===== config.mk =====
export PLATFORM = sky130hd
export DESIGN_NAME = sdram_port_mux
export DESIGN_NICKNAME = d
export VERILOG_FILES = /design/src/rtl/sdram_port_mux.sv
export SDC_FILE = /design/constraint.sdc
export NUM_CORES = 1
export LEC_CHECK = 0
export BUFFER_PORTS_ARGS = -buffer_cell sky130_fd_sc_hd__buf_2
export CORE_ASPECT_RATIO = 0.9
export CORE_MARGIN = 2
export CORE_UTILIZATION = 40
export DETAILED_ROUTE_END_ITERATION = 12
export PLACE_DENSITY = 0.83
export SETUP_SLACK_MARGIN = 0.5
export SYNTH_ARGS = -nofsm -noshare
export SYNTH_HDL_FRONTEND = slang
export SYNTH_SLANG_ARGS = --single-unit
export TNS_END_PERCENT = 100

===== constraint.sdc =====
create_clock -name clk -period 2.4 [get_ports clk]
set_input_delay 0.72 -clock clk [delete_from_list [all_inputs] [get_ports clk]]
set_output_delay 0.72 -clock clk [all_outputs]
set_load 0.01 [all_outputs]

===== src/rtl/sdram_port_mux.sv =====
// SDRAM request stage: arbitrates chipset, CPU and refresh once per 7MHz bus slot and
// presents one request to the controller, with a regenerated sync strobe and per-port acks.
module sdram_port_mux #(
  parameter int REFRESH_SLOTS = 54,
  parameter int READ_DELAY    = 12,
  parameter int SLOT_LEN      = 10
) (
  input  logic        clk,
  input  logic        reset_n,
  input  logic        sync_in_i,
  input  logic        chip_req_i,
  input  logic        chip_we_i,
  input  logic [21:0] chip_addr_i,
  input  logic [15:0] chip_din_i,
  input  logic [1:0]  chip_ds_i,
  output logic [15:0] chip_dout_o,
  output logic        chip_ack_o,
  input  logic        cpu_req_i,
  input  logic        cpu_we_i,
  input  logic [21:0] cpu_addr_i,
  input  logic [15:0] cpu_din_i,
  input  logic [1:0]  cpu_ds_i,
  output logic [15:0] cpu_dout_o,
  output logic        cpu_ack_o,
  input  logic        ram_ready_i,
  output logic        ram_sync_o,
  output logic        ram_cs_o,
  output logic        ram_we_o,
  output logic        ram_refresh_o,
  output logic [21:0] ram_addr_o,
  output logic [15:0] ram_din_o,
  output logic [1:0]  ram_ds_o,
  input  logic [15:0] ram_dout_i
);

  // The slot stays BUSY until both the request window and the read capture are done.
  localparam int LAST  = (SLOT_LEN - 1 > READ_DELAY) ? SLOT_LEN - 1 : READ_DELAY;
  localparam int CNT_W = $clog2(LAST + 1);
  localparam int REF_W = $clog2(REFRESH_SLOTS);

  typedef enum logic {IDLE, BUSY} state_t;
  typedef enum logic [1:0] {W_NONE, W_CHIP, W_CPU, W_REF} win_t;

  logic             sync_meta_q, sync_s_q, sync_s_d_q, ram_sync_q;
  state_t           state_q, state_d;
  logic [CNT_W-1:0] slot_cnt_q, slot_cnt_d;
  logic [REF_W-1:0] ref_cnt_q, ref_cnt_d;
  logic             ref_pend_q, ref_pend_d;
  logic [1:0]       defer_q, defer_d;
  win_t             win_q, win_d;
  logic             win_we_q, win_we_d;
  logic             ram_cs_q, ram_cs_d, ram_we_q, ram_we_d, ram_refresh_q, ram_refresh_d;
  logic [21:0]      ram_addr_q, ram_addr_d;
  logic [15:0]      ram_din_q, ram_din_d;
  logic [1:0]       ram_ds_q, ram_ds_d;
  logic             chip_ack_q, chip_ack_d, cpu_ack_q, cpu_ack_d;
  logic [15:0]      chip_dout_q, chip_dout_d, cpu_dout_q, cpu_dout_d;
  logic             rise, wrap, pend_now;

  assign rise     = sync_s_q & ~sync_s_d_q;
  assign wrap     = (ref_cnt_q == REF_W'(REFRESH_SLOTS - 1));
  assign pend_now = ref_pend_q | wrap;

  always_comb begin
    state_d       = state_q;
    slot_cnt_d    = slot_cnt_q;
    ref_cnt_d     = ref_cnt_q;
    ref_pend_d    = ref_pend_q;
    defer_d       = defer_q;
    win_d         = win_q;
    win_we_d      = win_we_q;
    ram_cs_d      = ram_cs_q;
    ram_we_d      = ram_we_q;
    ram_refresh_d = ram_refresh_q;
    ram_addr_d    = ram_addr_q;
    ram_din_d     = ram_din_q;
    ram_ds_d      = ram_ds_q;
    chip_ack_d    = 1'b0;
    cpu_ack_d     = 1'b0;
    chip_dout_d   = chip_dout_q;
    cpu_dout_d    = cpu_dout_q;
    if (state_q == IDLE) begin
      if (rise && ram_ready_i) begin
        ref_cnt_d  = wrap ? '0 : ref_cnt_q + 1'b1;
        state_d    = BUSY;
        slot_cnt_d = '0;
        if (pend_now && defer_q >= 2'd2) win_d = W_REF;
        else if (chip_req_i)              win_d = W_CHIP;
        else if (pend_now)                win_d = W_REF;
        else if (cpu_req_i)               win_d = W_CPU;
        else                              win_d = W_NONE;
        ram_cs_d      = (win_d != W_NONE);
        ram_refresh_d = (win_d == W_REF);
        ram_we_d      = 1'b0;
        win_we_d      = 1'b0;
        if (win_d == W_REF) begin
          ref_pend_d = 1'b0;
          defer_d    = 2'd0;
        end else begin
          ref_pend_d = pend_now;
          defer_d    = !pend_now ? 2'd0 : (defer_q == 2'd3) ? defer_q : defer_q + 2'd1;
        end
        if (win_d == W_CHIP) begin
          ram_we_d   = chip_we_i;
          win_we_d   = chip_we_i;
          ram_addr_d = chip_addr_i;
          ram_din_d  = chip_din_i;
          ram_ds_d   = chip_ds_i;
        end else if (win_d == W_CPU) begin
          ram_we_d   = cpu_we_i;
          win_we_d   = cpu_we_i;
          ram_addr_d = cpu_addr_i;
          ram_din_d  = cpu_din_i;
          ram_ds_d   = cpu_ds_i;
        end
      end else if (rise) begin
        ram_cs_d = 1'b0;
      end
    end else begin
      slot_cnt_d = slot_cnt_q + 1'b1;
      if (slot_cnt_q == CNT_W'(SLOT_LEN - 1)) begin
        ram_cs_d      = 1'b0;
        ram_we_d      = 1'b0;
        ram_refresh_d = 1'b0;
      end
      // Registered ack/dout become visible during the slot_cnt==READ_DELAY cycle.
      if (slot_cnt_q == CNT_W'(READ_DELAY - 1)) begin
        if (win_q == W_CHIP) begin
          chip_ack_d = 1'b1;
          if (!win_we_q) chip_dout_d = ram_dout_i;
        end
        if (win_q == W_CPU) begin
          cpu_ack_d = 1'b1;
          if (!win_we_q) cpu_dout_d = ram_dout_i;
        end
      end
      if (slot_cnt_q == CNT_W'(LAST)) state_d = IDLE;
    end
  end

  always_ff @(posedge clk) begin
    if (!reset_n) begin
      sync_meta_q   <= 1'b0;
      sync_s_q      <= 1'b0;
      sync_s_d_q    <= 1'b0;
      ram_sync_q    <= 1'b0;
      state_q       <= IDLE;
      slot_cnt_q    <= '0;
      ref_cnt_q     <= '0;
      ref_pend_q    <= 1'b0;
      defer_q       <= 2'd0;
      win_q         <= W_NONE;
      win_we_q      <= 1'b0;
      ram_cs_q      <= 1'b0;
      ram_we_q      <= 1'b0;
      ram_refresh_q <= 1'b0;
      ram_addr_q    <= '0;
      ram_din_q     <= '0;
      ram_ds_q      <= '0;
      chip_ack_q    <= 1'b0;
      cpu_ack_q     <= 1'b0;
      chip_dout_q   <= '0;
      cpu_dout_q    <= '0;
    end else begin
      sync_meta_q   <= sync_in_i;
      sync_s_q      <= sync_meta_q;
      sync_s_d_q    <= sync_s_q;
      ram_sync_q    <= sync_s_d_q;
      state_q       <= state_d;
      slot_cnt_q    <= slot_cnt_d;
      ref_cnt_q     <= ref_cnt_d;
      ref_pend_q    <= ref_pend_d;
      defer_q       <= defer_d;
      win_q         <= win_d;
      win_we_q      <= win_we_d;
      ram_cs_q      <= ram_cs_d;
      ram_we_q      <= ram_we_d;
      ram_refresh_q <= ram_refresh_d;
      ram_addr_q    <= ram_addr_d;
      ram_din_q     <= ram_din_d;
      ram_ds_q      <= ram_ds_d;
      chip_ack_q    <= chip_ack_d;
      cpu_ack_q     <= cpu_ack_d;
      chip_dout_q   <= chip_dout_d;
      cpu_dout_q    <= cpu_dout_d;
    end
  end

  assign ram_sync_o    = ram_sync_q;
  assign ram_cs_o      = ram_cs_q;
  assign ram_we_o      = ram_we_q;
  assign ram_refresh_o = ram_refresh_q;
  assign ram_addr_o    = ram_addr_q;
  assign ram_din_o     = ram_din_q;
  assign ram_ds_o      = ram_ds_q;
  assign chip_ack_o    = chip_ack_q;
  assign cpu_ack_o     = cpu_ack_q;
  assign chip_dout_o   = chip_dout_q;
  assign cpu_dout_o    = cpu_dout_q;

endmodule


### After elaboration in Yosys (flattened, before gate mapping)

Cells that the tools add are included.

* output and inout bits: 78
* word-level logic and storage cells: 90
* input port bits: 104
* register bits: 98

* equal/unequal tests: 12
* muxes and demuxes: 34
* add/subtract/negate cells: 3
* order comparisons: 1
* reduce and logical (&&, ||, !) cells: 14
* bitwise operators: 5

Operators with widths (count)
* 22-bit 2-to-1 mux: 2
* 16-bit 2-to-1 mux: 2
* 2-bit 2-to-1 mux: 11
* 1-bit 2-to-1 mux: 16
* 4-bit == test, second input constant: 3
* 3-bit AND reduction: 3
* 2-bit == test, second input constant: 4
* 4-bit 2-to-1 mux: 2
* 4-bit AND reduction: 2
* 6-bit by 1-bit adder with 6-bit output, second input constant: 1
* 6-bit == test, second input constant: 1
* 6-bit 2-to-1 mux: 1
* 2-bit AND reduction: 3
* 2-bit nonzero test: 3
* 4-bit by 1-bit adder with 4-bit output, second input constant: 1
* 2-bit by 1-bit == test with 1-bit output, second input constant: 2
* 3-bit inequality test, second input constant: 1
* 1-bit NOT: 3
* 3-bit nonzero test: 1
* 2-bit by 1-bit adder with 2-bit output, second input constant: 1
* 2-bit >= comparator, second input constant: 1
* 1-bit logical AND: 2
* 2-bit by 1-bit inequality test with 1-bit output, second input constant: 1
* 1-bit bitwise AND: 1
* 1-bit OR: 1

### Longest topological paths before layout

Gate-level depths: netlist of the first run.

* depth after elaboration: 12
* mapped depth: 13
* depth with buffers taken out: 11

### Least setup slack after synthesis of the first run

Ideal clock, no wire load.

* path kind: register to register
* start: register ref_cnt_q[1]
* end: register ram_addr_q[0], in the netlist ram_addr_o[0]
* data required time: 2.284 ns
* arrival time: 2.314 ns
* slack: -0.030 ns
* clock period less this slack: 2.430 ns
* buffers on the path: 1
* setup time: 0.116 ns
* cell stages (with the launch flop): 12
* path through: dfxtp_1 > inv_1 > ha_1 > and4b_1 > a21o_1 > a21oi_1 > inv_1 > ha_1 > nor2_1 > clkbuf_1 > nand2_1 > o211a_1

* word-level cells in the longest chain between the ends: 10
* elaborated cells between the ends (all ways): 13
* classes of those cells: eq/ne: 3; mux: 6; bitwise: 1; reduce/logical: 3

Ends and longest elaborated chain
* start: declaration: RTL line 47 `logic [REF_W-1:0] ref_cnt_q, ref_cnt_d;`
* start signal: assignment: RTL line 171 `ref_cnt_q <= ref_cnt_d;`
* 6-bit == test (*): RTL line 61 `assign wrap = (ref_cnt_q == REF_W'(REFRESH_SLOTS - 1));`
* 1-bit OR (*): RTL line 62 `assign pend_now = ref_pend_q | wrap;`
* 2-bit 2-to-1 mux: RTL line 89 `else if (pend_now) win_d = W_REF;`
* 2-bit 2-to-1 mux: RTL line 88 `else if (chip_req_i) win_d = W_CHIP;`
* 2-bit 2-to-1 mux (*): RTL line 87 `if (pend_now && defer_q >= 2'd2) win_d = W_REF;`
* 2-bit 2-to-1 mux (*): RTL line 83 `if (rise && ram_ready_i) begin`
* 2-bit 2-to-1 mux (*): RTL line 82 `if (state_q == IDLE) begin`
* 2-bit by 1-bit == test with 1-bit output / 2-bit == test (equally long branches): RTL line 103, 109
* 2-bit nonzero test (no source line)
* 3-bit AND reduction (no source line)
* end signal: assignment: RTL line 179 `ram_addr_q <= ram_addr_d;`
* end: declaration: RTL line 53 `logic [21:0] ram_addr_q, ram_addr_d;`

Mark *: on every way between the ends. The rest lies on a longest branch, timed or not. The select of a mux whose other input is x is not followed.
A chain may end at the register's enable or synchronous reset.

### Worst setup path in the final report of the first run

* start: register ref_cnt_q[1]
* end: register ram_addr_q[7], in the netlist ram_addr_o[7]

Same word-level chain as after synthesis.

==> summary.txt, run 1 <==
CTS
  • # hold bufs at CTS: 0
  • Clock latency at the later pin of the worst-skew pair: 0.34 ns
  • Cts bufs inserted: 9
  • CTS max path bufs: 2
  • TritonCTS clock tree: built
  • CTS sink count: 98
  • Clock slew at reported path FFs: 0.07 ns
  • Htree depth: 3
  • Clk root buf: clkbuf_16

Critical path
  • Highest net fanout along the worst path: 7
  • R2R depth: 12
  • Worst path required time: roughly 2.6 ns
  • Critical path class: reg2reg
  • FF-to-FF Start: ref_cnt_q[1]
  • R2r endpoint: ram_addr_o[7]
  • Critical Path Stages: 12
  • Crit path buf inv count: 4
  • Critical path origin: ref_cnt_q[1]
  • Startpoint Class: register
  • Worst setup path endpoint: ram_addr_o[7]
  • Slowest-stage cell, CP: dfxtp_2
  • Worst R2R Setup Slack: around 0.23 ns
  • Largest stage delay on the critical path: roughly 0.33 ns
  • CP cell instances: inv_2 -> ha_4 -> and4b_1 -> a21o_4 -> a21oi_4 -> inv_2 -> ha_4 -> nor2_4 -> buf_6 -> clkbuf_16 -> nand2_1 -> o211a_1
  • Cell family with most CP delay: compound AO/OA/AOI/OAI gates
  • CP Capture Type: register
  • Arrival time worst endpoint: approximately 2.4 ns

Power
  • Power per cell area: roughly 560 nW/um^2
  • P_leak: 0.003175 uW
  • Worst IR Drop VDD: 473.8 uV

Synth
  • Ys flop type: dfxtp_1
  • Ys async rst share: 0%
  • Mean Syn Cell Area: around 10 sq um
  • Post-synth top area share: 45.78%
  • Synth Cell Area: 4285 sq um
  • Biggest area consumer among synthesized cells: dfxtp_1
  • Number of distinct library cells after synthesis: 39
  • Dominant cells by area after synthesis: dfxtp_1 46%, mux2i_1 17%, o211a_1 9.3%
  • Warnings, synthesis: 0
  • Syn nets: 534
  • Seq/Total Area, Yosys: 45.78%
  • Synth Register Bits: 98
  • Number of synthesized flops with an enable pin: 0
  • Syn Inst Count: 419

Floorplanning
  • Die area: 11560 sq um
  • Die width: 113.1 microns
  • Die Y: 102.2 microns
  • Core area: 10330 sq um
  • Initial core utilization: 41.46%
  • Ports: approximately 180
  • Row count: 35

Placement
  • Gpl congestion: between 0.7 and 0.8
  • Post-detailed-placement half-perimeter wirelength: 7833 microns
  • Port bufs: 181
  • Cell Area, Placed: 5379 sq um

Drt
  • Top sig layer: met4
  • WL met3: 727 microns
  • WL met2: just over 6000 microns
  • Routed wire length: 11490 microns
  • Vias/cell: 5.026
  • M1 WL: approximately 4400 microns
  • Vias: roughly 3.7k
  • Initial drt markers: 111
  • Routed length per placed instance: about 15 microns
  • DRC violations left: 10
  • Antenna-violating nets left: 0
  • Drt first pass iters: 8

Timing
  • Total negative slack: 0 ns
  • Fin. Hold Viols: 0
  • Final Max Tran Viols: 0
  • Slew at the pin with the worst max-slew slack: approximately 0.44 ns
  • Relative slew slack: 70.41%
  • Unrepaired setup endpoints after global routing: true
  • Max Freq: 460.0 MHz
  • Setup violators final: 0
  • Worst Clk Skew: 0.008011 ns
  • Crit path time final: 2.174 ns
  • Tcrit/Tclk final: 90.59%

GRT
  • Antenna violations before repair: 1
  • Largest net degree at the start of global routing: 31
  • Global route overflow: 0
  • All-Layer GR Usage: 19.44%
  • Vias in the first global route: 3797
  • First-pass GRT wire length: 17800 microns

Layout
  • Final Cell Area: 6111 sq um
  • Layout cells sized above 1: 43.09%
  • Layout fillers: approximately 860
  • # nets final: 726
  • Commonest non-fill, non-tap cell in the layout: buf_2
  • Synth-to-layout area growth: 42.60%
  • Most frequent cells in the layout: 181 x buf_2, 96 x dfxtp_1, 72 x mux2i_1, 40 x o211a_1, 39 x nand2_1

Status
  • Status: complete, but fails checks
  • Failing checks: DRC

Run
  • # Max-Cap Violations: 0

Worst hold path
  • Hold crit path type: reg2reg
==> cells by family after synthesis <==
group / share of synthesized area, %
simple gates: 16.50
flops: 45.78
mux: 17.05
compound gates: 12.35
buf+inv: 4.087
fa+ha+maj: 3.212
xor+xnor: 1.022
==> synth_stat cells (2+ instances only) <==
cell type,number
dfxtp_1,98
mux2i_1,73
nand2_1,54
o211a_1,40
nor2b_1,37
clkbuf_1,20
ha_1,11
nor2_1,11
inv_1,10
and2_1,8
o21ai_0,6
buf_2,5
a21oi_1,4
nand3_1,4
nand4_1,4
xor2_1,4
a21boi_0,2
a22oi_1,2
a31oi_1,2
and3_1,2
nor3_1,2
nor3b_1,2
o22ai_1,2
==> final cells by class <==
class / instances / area [sq um] / area share [%]
multi-input combinational: 282 / 2332 / 38.17
sequential: 98 / 1964 / 32.15
timing repair buffer: 210 / 1316 / 21.54
clock buffer: 10 / 239.0 / 3.911
tap: 129 / 161.4 / 2.641
clock inverter: 5 / 55.05 / 0.9009
inverter: 10 / 40.04 / 0.6552
antenna: 1 / 2.502 / 0.04095
==> worst min path at each step <==
stage | slack [ns] | endpoint | start | cells after the start
floorplan | 0.41 | sync_s_q | sync_meta_q | 1
global placement | 0.44 | sync_s_q | sync_meta_q | 1
detailed placement | 0.44 | sync_s_q | sync_meta_q | 1
CTS | 0.45 | sync_s_q | sync_meta_q | 1
global route | 0.49 | win_we_q | win_we_q | 2
finish | 0.46 | sync_s_q | sync_meta_q | 1
==> through the flow <==
| step | setup WS [ns] | cells | total power, uW | utilization [%] | hold slack (ns) |
|---|---|---|---|---|---|
| finish | 0.2260 | 745 | 3446 | 59.13 | 0.4566 |
| global placement | 0.2000 | 711 | 1988 | 52.05 | 0.4363 |
| floorplan | 0.3156 | 419 | 1871 | - | 0.4119 |
| detailed placement | 0.09547 | 711 | 2000 | 52.05 | 0.4402 |
| global route | 0.1132 | 744 | 3566 | 59.10 | 0.4913 |
| CTS | 0.2202 | 739 | 3457 | 57.39 | 0.4529 |
==> worst register-to-register path: cells and delay by family (launching register included) <==
family	cells	cell delay, ns
adders and majority gates	2	0.36
buffers and inverters	4	0.44
and+or+nand+nor	3	0.42
AOI/OAI and AO/OA	3	0.52
DFF	1	0.33
==> report_power, final <==
part | switching (uW) | internal, uW | total (uW)
combinational | 157 | 182 | 339
sequential | 17.3 | 1650 | 1670
clock | 613 | 827 | 1440
total | 787 | 2660 | 3450
==> layer usage <==
layer | up-vias | global-route usage, %
met5 | - | 0
met4 | 0 | 6.848
met3 | 13 | 5.931
met2 | 124 | 37.31
met1 | 1765 | 20.21
li1 | 1842 | -
==> flip-flops by register name, indices dropped and copies added, names as in the netlist <==
register,flops
ref_pend_q,1
ram_din_o,16
cpu_ack_o,1
state_q,1
ram_ds_o,2
chip_ack_o,1
ram_addr_o,22
sync_s_d_q,1
chip_dout_o,16
slot_cnt_q,4
ref_cnt_q,6
sync_s_q,1
win_q,2
defer_q,2
ram_cs_o,1
ram_sync_o,1
ram_refresh_o,1
cpu_dout_o,16
win_we_q,1
sync_meta_q,1
ram_we_o,1
==> what timing repair did <==
action	CTS	global route
pin swaps	5	4
resized for setup	18	26
setup endpoints to repair	45	47
setup buffers	9	2
cloned	4	3
(Power assumes the default switching activity.)
==> run 2: changes to the inputs <==
Settings changed: BUFFER_PORTS_ARGS -buffer_cell sky130_fd_sc_hd__buf_2 to -buffer_cell sky130_fd_sc_hd__buf_4, CTS_CLUSTER_DIAMETER set to 80.
==> summary.txt, run 2 (synthesized netlist as in run 1, its figures left out) <==
Layout
  • Synth-to-layout area growth: 52.67% (was 42.60%)
  • Flip-flop count of the largest register after layout: 22 (unchanged)
  • # nets final: 725 (was 726)
  • Layout cells sized above 1: 41.46% (was 43.09%)
  • Most frequent cells in the layout: 192 x buf_4, 95 x dfxtp_1, 68 x mux2i_1, 52 x nand2_1, 40 x o211a_1 (was 181 x buf_2, 96 x dfxtp_1, 72 x mux2i_1, 40 x o211a_1, 39 x nand2_1)
  • Layout fillers: 829 (was 862)
  • Sequential cell area: 1966 sq um (was 1964 sq um)
  • Multi-input logic area: 2293 sq um (was 2332 sq um)
  • Commonest non-fill, non-tap cell in the layout: buf_4 (was buf_2)
  • Antenna cells: 0 (was 1)

GRT
  • Antenna violations before repair: 0 (was 1)
  • All-Layer GR Usage: 20.49% (was 19.44%)
  • Largest net degree at the start of global routing: 39 (was 31)
  • First-pass GRT wire length: 18800 microns (was 17800 microns)
  • Vias in the first global route: 3813 (was 3797)
  • Global route overflow: 0 (unchanged)

Placement
  • Post-detailed-placement half-perimeter wirelength: 7840 microns (was 7833 microns)
  • Port bufs: 181 (unchanged)
  • Gpl congestion: 0.7590 (was 0.7652)
  • Dpl ws: 0.02139 ns (was 0.09547 ns)

Floorplanning
  • Row count: 35 (unchanged)
  • Ports: 182 (unchanged)
  • Die area: 11560 sq um (unchanged)
  • Core area: 10330 sq um (unchanged)
  • Initial core utilization: 41.46% (unchanged)
  • Die Y: 102.2 microns (unchanged)
  • Die width: 113.1 microns (unchanged)

Timing
  • Tcrit/Tclk final: 94.66% (was 90.59%)
  • Final Max Tran Viols: 0 (unchanged)
  • Fin. Hold Viols: 0 (unchanged)
  • Setup violators final: 0 (unchanged)
  • Crit path time final: 2.272 ns (was 2.174 ns)
  • Max Freq: 440.2 MHz (was 460.0 MHz)
  • Relative slew slack: 76.88% (was 70.41%)
  • Total negative slack: 0 ns (unchanged)
  • Worst setup margin: 0.1282 ns (was 0.2260 ns)
  • Unrepaired setup endpoints after global routing: true (unchanged)
  • Slew at the pin with the worst max-slew slack: 0.3467 ns (was 0.4432 ns)
  • Worst Clk Skew: 0.008033 ns (was 0.008011 ns)

CTS
  • CTS max path bufs: 2 (unchanged)
  • Clock slew at reported path FFs: 0.07 ns (about the same)
  • Cts bufs inserted: 9 (unchanged)
  • Clock latency at the later pin of the worst-skew pair: 0.34 ns (about the same)
  • CTS sink count: 98 (unchanged)
  • Clk root buf: clkbuf_16 (unchanged)
  • Htree depth: 3 (unchanged)
  • TritonCTS clock tree: built (unchanged)

Drt
  • Routed wire length: 12830 microns (was 11490 microns)
  • Antenna-violating nets left: 0 (unchanged)
  • Initial drt markers: 139 (was 111)
  • Vias: 3792 (was 3744)
  • Drt first pass iters: 9 (was 8)
  • Routed length per placed instance: 17.24 microns (was 15.43 microns)
  • Vias/cell: 5.097 (was 5.026)
  • DRC violations left: 5 (was 10)

Critical path
  • Critical path origin: ref_cnt_q[1] (unchanged)
  • FF-to-FF Start: ref_cnt_q[1] (unchanged)
  • R2R depth: 11 (was 12)
  • Arrival time worst endpoint: 2.51 ns (was 2.41 ns)
  • Slowest-stage cell, CP: dfxtp_2 (unchanged)
  • CP Capture Type: register (unchanged)
  • CP cell instances: inv_2 -> ha_4 -> and4b_1 -> a21o_4 -> a21oi_4 -> buf_6 -> ha_4 -> clkbuf_16 -> mux2i_1 -> nand2_1 -> o211a_1 (was inv_2 -> ha_4 -> and4b_1 -> a21o_4 -> a21oi_4 -> inv_2 -> ha_4 -> nor2_4 -> buf_6 -> clkbuf_16 -> nand2_1 -> o211a_1)
  • Worst path required time: 2.63 ns (was 2.64 ns)
  • Worst R2R Setup Slack: 0.13 ns (was 0.23 ns)
  • Crit path buf inv count: 3 (was 4)
  • R2r endpoint: ram_din_o[0] (was ram_addr_o[7])
  • Critical Path Stages: 11 (was 12)
  • Critical path class: reg2reg (unchanged)
  • Highest net fanout along the worst path: 8 (was 7)
  • Worst setup path endpoint: ram_din_o[0] (was ram_addr_o[7])
  • Startpoint Class: register (unchanged)
  • Largest stage delay on the critical path: 0.33 ns (about the same)
  • Cell family with most CP delay: compound AO/OA/AOI/OAI gates (unchanged)
  • Crit path top cell by count: ha_4

Power
  • Worst IR Drop VDD: 378.2 uV (was 473.8 uV)
  • Power per cell area: 545.4 nW/um^2 (was 563.9 nW/um^2)
  • P_leak: 0.003259 uW (was 0.003175 uW)

Run
  • # Max-Cap Violations: 0 (unchanged)

Status
  • Failing checks: DRC (unchanged)
  • Status: complete, but fails checks (unchanged)

Worst hold path
  • Hold crit path type: reg2reg (unchanged)
[run 2: metrics by stage]
step           cells  hold WS, ns  utilization [%]  cell area (sq um)  total power [uW]
6_report         744       0.4444            63.31               6543              3568
2_1_floorplan    419       0.4119                -               4415              1871
5_1_grt          744       0.4905            63.31               6543              3680
4_1_cts          737       0.4458            61.20               6325              3555
3_5_place_dp     708       0.4292            56.09               5797              2053
3_3_place_gp     708       0.4309            56.09               5797              2041
[run 2: final cells by class]
type | instances | area share [%]
clock inverter | 5 | 0.9371
multi-input combinational | 282 | 35.05
inverter | 10 | 0.6120
tap | 129 | 2.467
timing repair buffer | 209 | 27.18
sequential | 98 | 30.04
clock buffer | 11 | 3.710
[run 2: metal layers]
metal | vias up | wire (microns) | part of all wire [%] | track usage [%]
li1 | 1843 | - | - | -
met1 | 1801 | 4867 | 38 | 22.32
met2 | 128 | 6959 | 54 | 38.46
met3 | 20 | 686 | 5.3 | 5.457
met4 | 0 | 313 | 2.4 | 7.598
met5 | - | 0 | 0 | 0
[run 2: power breakdown]
group          leakage (uW)  switching (uW)  internal, uW
registers          0.000793            18.5          1650
logic               0.00232             167           252
clock network      0.000151             637           845
[run 2: worst reg2reg max path, cell delays in order (launching register included)]
cell	delay [ns]
dfxtp_2	0.33
inv_2	0.04
ha_4	0.15
and4b_1	0.24
a21o_4	0.24
a21oi_4	0.19
buf_6	0.13
ha_4	0.23
clkbuf_16	0.21
mux2i_1	0.21
nand2_1	0.08
o211a_1	0.13
[run 2: worst min path at each step]
| stage | start | to | slack (ns) | cells past startpoint |
|---|---|---|---|---|
| floorplan | sync_meta_q | sync_s_q | 0.41 | 1 |
| detailed placement | sync_meta_q | sync_s_q | 0.43 | 1 |
| global placement | sync_meta_q | sync_s_q | 0.43 | 1 |
| global route | sync_meta_q | sync_s_q | 0.49 | 1 |
| CTS | sync_meta_q | sync_s_q | 0.45 | 1 |
| finish | sync_meta_q | sync_s_q | 0.44 | 1 |
[run 2: timing repair]
item,in CTS,in global routing
buffers inserted,9,2
cloned,4,5
hold buffers,0,0
pin swaps,4,19
setup endpoints to repair,46,57
gates resized for setup,14,23
==> run 3: changes to the inputs <==
Settings changed: MAX_ROUTING_LAYER set to met4.
==> summary.txt, run 3 (synthesized netlist as in run 1, its figures left out) <==
Status
  • Status: complete, but fails checks (unchanged)
  • Failing checks: DRC (unchanged)

Layout
  • Commonest non-fill, non-tap cell in the layout: buf_4 (unchanged)
  • Most frequent cells in the layout: 192 x buf_4, 95 x dfxtp_1, 68 x mux2i_1, 52 x nand2_1, 40 x o211a_1 (unchanged)
  • Sequential cell area: 1966 sq um (unchanged)
  • Post-Layout Cell Count: 744 (unchanged)
  • Multi-input logic area: 2293 sq um (unchanged)
  • Antenna cells: 0 (unchanged)
  • Layout cells sized above 1: 41.46% (unchanged)
  • # nets final: 725 (unchanged)
  • Final Cell Area: 6543 sq um (unchanged)
  • Synth-to-layout area growth: 52.67% (unchanged)
  • Flip-flop count of the largest register after layout: 22 (unchanged)
  • Layout fillers: 829 (unchanged)

Run
  • # Max-Cap Violations: 0 (unchanged)

CTS
  • Clk root buf: clkbuf_16 (unchanged)
  • TritonCTS clock tree: built (unchanged)
  • Cts bufs inserted: 9 (unchanged)
  • Clock latency at the later pin of the worst-skew pair: 0.34 ns (about the same)
  • Htree depth: 3 (unchanged)
  • CTS max path bufs: 2 (unchanged)
  • CTS sink count: 98 (unchanged)
  • Clock slew at reported path FFs: 0.07 ns (about the same)

Critical path
  • R2R depth: 11 (unchanged)
  • Highest net fanout along the worst path: 8 (unchanged)
  • Critical path class: reg2reg (unchanged)
  • CP Capture Type: register (unchanged)
  • Worst R2R Setup Slack: 0.12 ns (was 0.13 ns)
  • R2r endpoint: ram_din_o[0] (unchanged)
  • Worst path required time: 2.63 ns (about the same)
  • Arrival time worst endpoint: 2.51 ns (about the same)
  • Startpoint Class: register (unchanged)
  • FF-to-FF Start: ref_cnt_q[1] (unchanged)
  • CP cell instances: inv_2 -> ha_4 -> and4b_1 -> a21o_4 -> a21oi_4 -> buf_6 -> ha_4 -> clkbuf_16 -> mux2i_1 -> nand2_1 -> o211a_1 (unchanged)
  • Largest stage delay on the critical path: 0.33 ns (about the same)
  • Slowest-stage cell, CP: dfxtp_2 (unchanged)
  • Crit path top cell by count: ha_4 (unchanged)

Drt
  • Drt first pass iters: 8 (was 9)
  • Vias: 3796 (was 3792)
  • Initial drt markers: 107 (was 139)
  • DRC violations left: 5 (unchanged)
  • Routed length per placed instance: 17.20 microns (was 17.24 microns)
  • Antenna-violating nets left: 0 (unchanged)
  • Vias/cell: 5.102 (was 5.097)
  • Routed wire length: 12800 microns (was 12830 microns)

Placement
  • Port bufs: 181 (unchanged)
  • Dpl cells: 708 (unchanged)
  • Cell Area, Placed: 5797 sq um (unchanged)
  • Gpl congestion: 0.7690 (was 0.7590)
  • Post-detailed-placement half-perimeter wirelength: 7840 microns (unchanged)

Floorplanning
  • Die Y: 102.2 microns (unchanged)
  • Core area: 10330 sq um (unchanged)
  • Row count: 35 (unchanged)
  • Die area: 11560 sq um (unchanged)
  • Die width: 113.1 microns (unchanged)
  • Ports: 182 (unchanged)
  • Initial core utilization: 41.46% (unchanged)

GRT
  • Vias in the first global route: 3816 (was 3813)
  • Antenna violations before repair: 0 (unchanged)
  • Largest net degree at the start of global routing: 39 (unchanged)
  • All-Layer GR Usage: 21.16% (was 20.49%)
  • Global route overflow: 0 (unchanged)
  • First-pass GRT wire length: 18790 microns (was 18800 microns)

Power
  • Power per cell area: 545.3 nW/um^2 (was 545.4 nW/um^2)
  • Total power: 3567 uW (was 3568 uW)
  • P_leak: 0.003259 uW (unchanged)
  • Worst IR Drop VDD: 378.5 uV (was 378.2 uV)

Timing
  • Unrepaired setup endpoints after global routing: true (unchanged)
  • WHS: 0.4444 ns (about the same)
  • Slew at the pin with the worst max-slew slack: 0.3494 ns (was 0.3467 ns)
  • Final Max Tran Viols: 0 (unchanged)
  • Max Freq: 438.3 MHz (was 440.2 MHz)
  • Worst Clk Skew: 0.008045 ns (was 0.008033 ns)
  • Crit path time final: 2.282 ns (was 2.272 ns)
  • Setup violators final: 0 (unchanged)
  • Relative slew slack: 76.70% (was 76.88%)
  • Fin. Hold Viols: 0 (unchanged)
  • Tcrit/Tclk final: 95.07% (was 94.66%)
  • Total negative slack: 0 ns (unchanged)

Worst hold path
  • Worst hold endpoint: sync_s_q (unchanged)
  • Hold crit path type: reg2reg (unchanged)
  • Hold Path Stages: 1 (unchanged)
  • Hold path start: sync_meta_q (unchanged)
## run 3: cell counts in the layout (fill, tap and decap cells not counted)
No cell type changed its count.
## run 3: per-stage QoR
stage,utilization [%],worst slack (ns)
finish,63.31,0.1183
global route,63.31,0.05619
CTS,61.20,0.2046
detailed placement,56.09,0.02139
global placement,56.09,0.1656
floorplan,-,0.3156
## run 3: metal layers
metal | global-route usage (%) | routed length, microns | up-vias
li1 | - | - | 1835
met1 | 22.91 | 4984 | 1802
met2 | 38.46 | 6915 | 137
met3 | 4.626 | 608 | 22
met4 | 7.598 | 292 | 0
met5 | - | 0 | -
## run 3: critical path: cells and delay by family, from the launching register on
kind	cells	cell delay, ns
AO/OA/AOI/OAI	3	0.55
adder cells (fa/ha/maj)	2	0.38
buffers and inverters	3	0.38
flip-flops	1	0.33
multiplexers	1	0.21
AND/OR/NAND/NOR	2	0.32
## run 3: worst max-delay path by stage
stage | from | to | cells past startpoint
2_1_floorplan | ref_cnt_q[1] | ram_addr_o[0] | 11
3_3_place_gp | ref_cnt_q[1] | ram_addr_o[19] | 11
3_5_place_dp | ref_cnt_q[1] | ram_din_o[9] | 11
4_1_cts | ref_cnt_q[1] | ram_addr_o[0] | 11
5_1_grt | ref_cnt_q[1] | ram_din_o[10] | 11
6_report | ref_cnt_q[1] | ram_din_o[0] | 11
## run 3: report_power, final
| group | total, uW | internal [uW] | switching, uW | leakage (uW) |
|---|---|---|---|---|
| combinational | 419 | 252 | 167 | 0.00232 |
| clock | 1480 | 845 | 635 | 0.000151 |
| sequential | 1670 | 1650 | 18.5 | 0.000793 |
| total | 3570 | 2750 | 821 | 0.00326 |
## run 3: final cells by class
cell class | instances | area share (%)
multi-input combinational | 282 | 35.05
clock buffer | 11 | 3.710
sequential | 98 | 30.04
timing repair buffer | 209 | 27.18
inverter | 10 | 0.6120
clock inverter | 5 | 0.9371
tap | 129 | 2.467
## run 3: timing repair
item	in CTS	in global routing
pin swaps	4	19
hold buffers	0	0
endpoints found under the setup margin	46	57
setup buffers	9	2
cloned	4	5
resized for setup	14	23
hold endpoints to repair	0	0
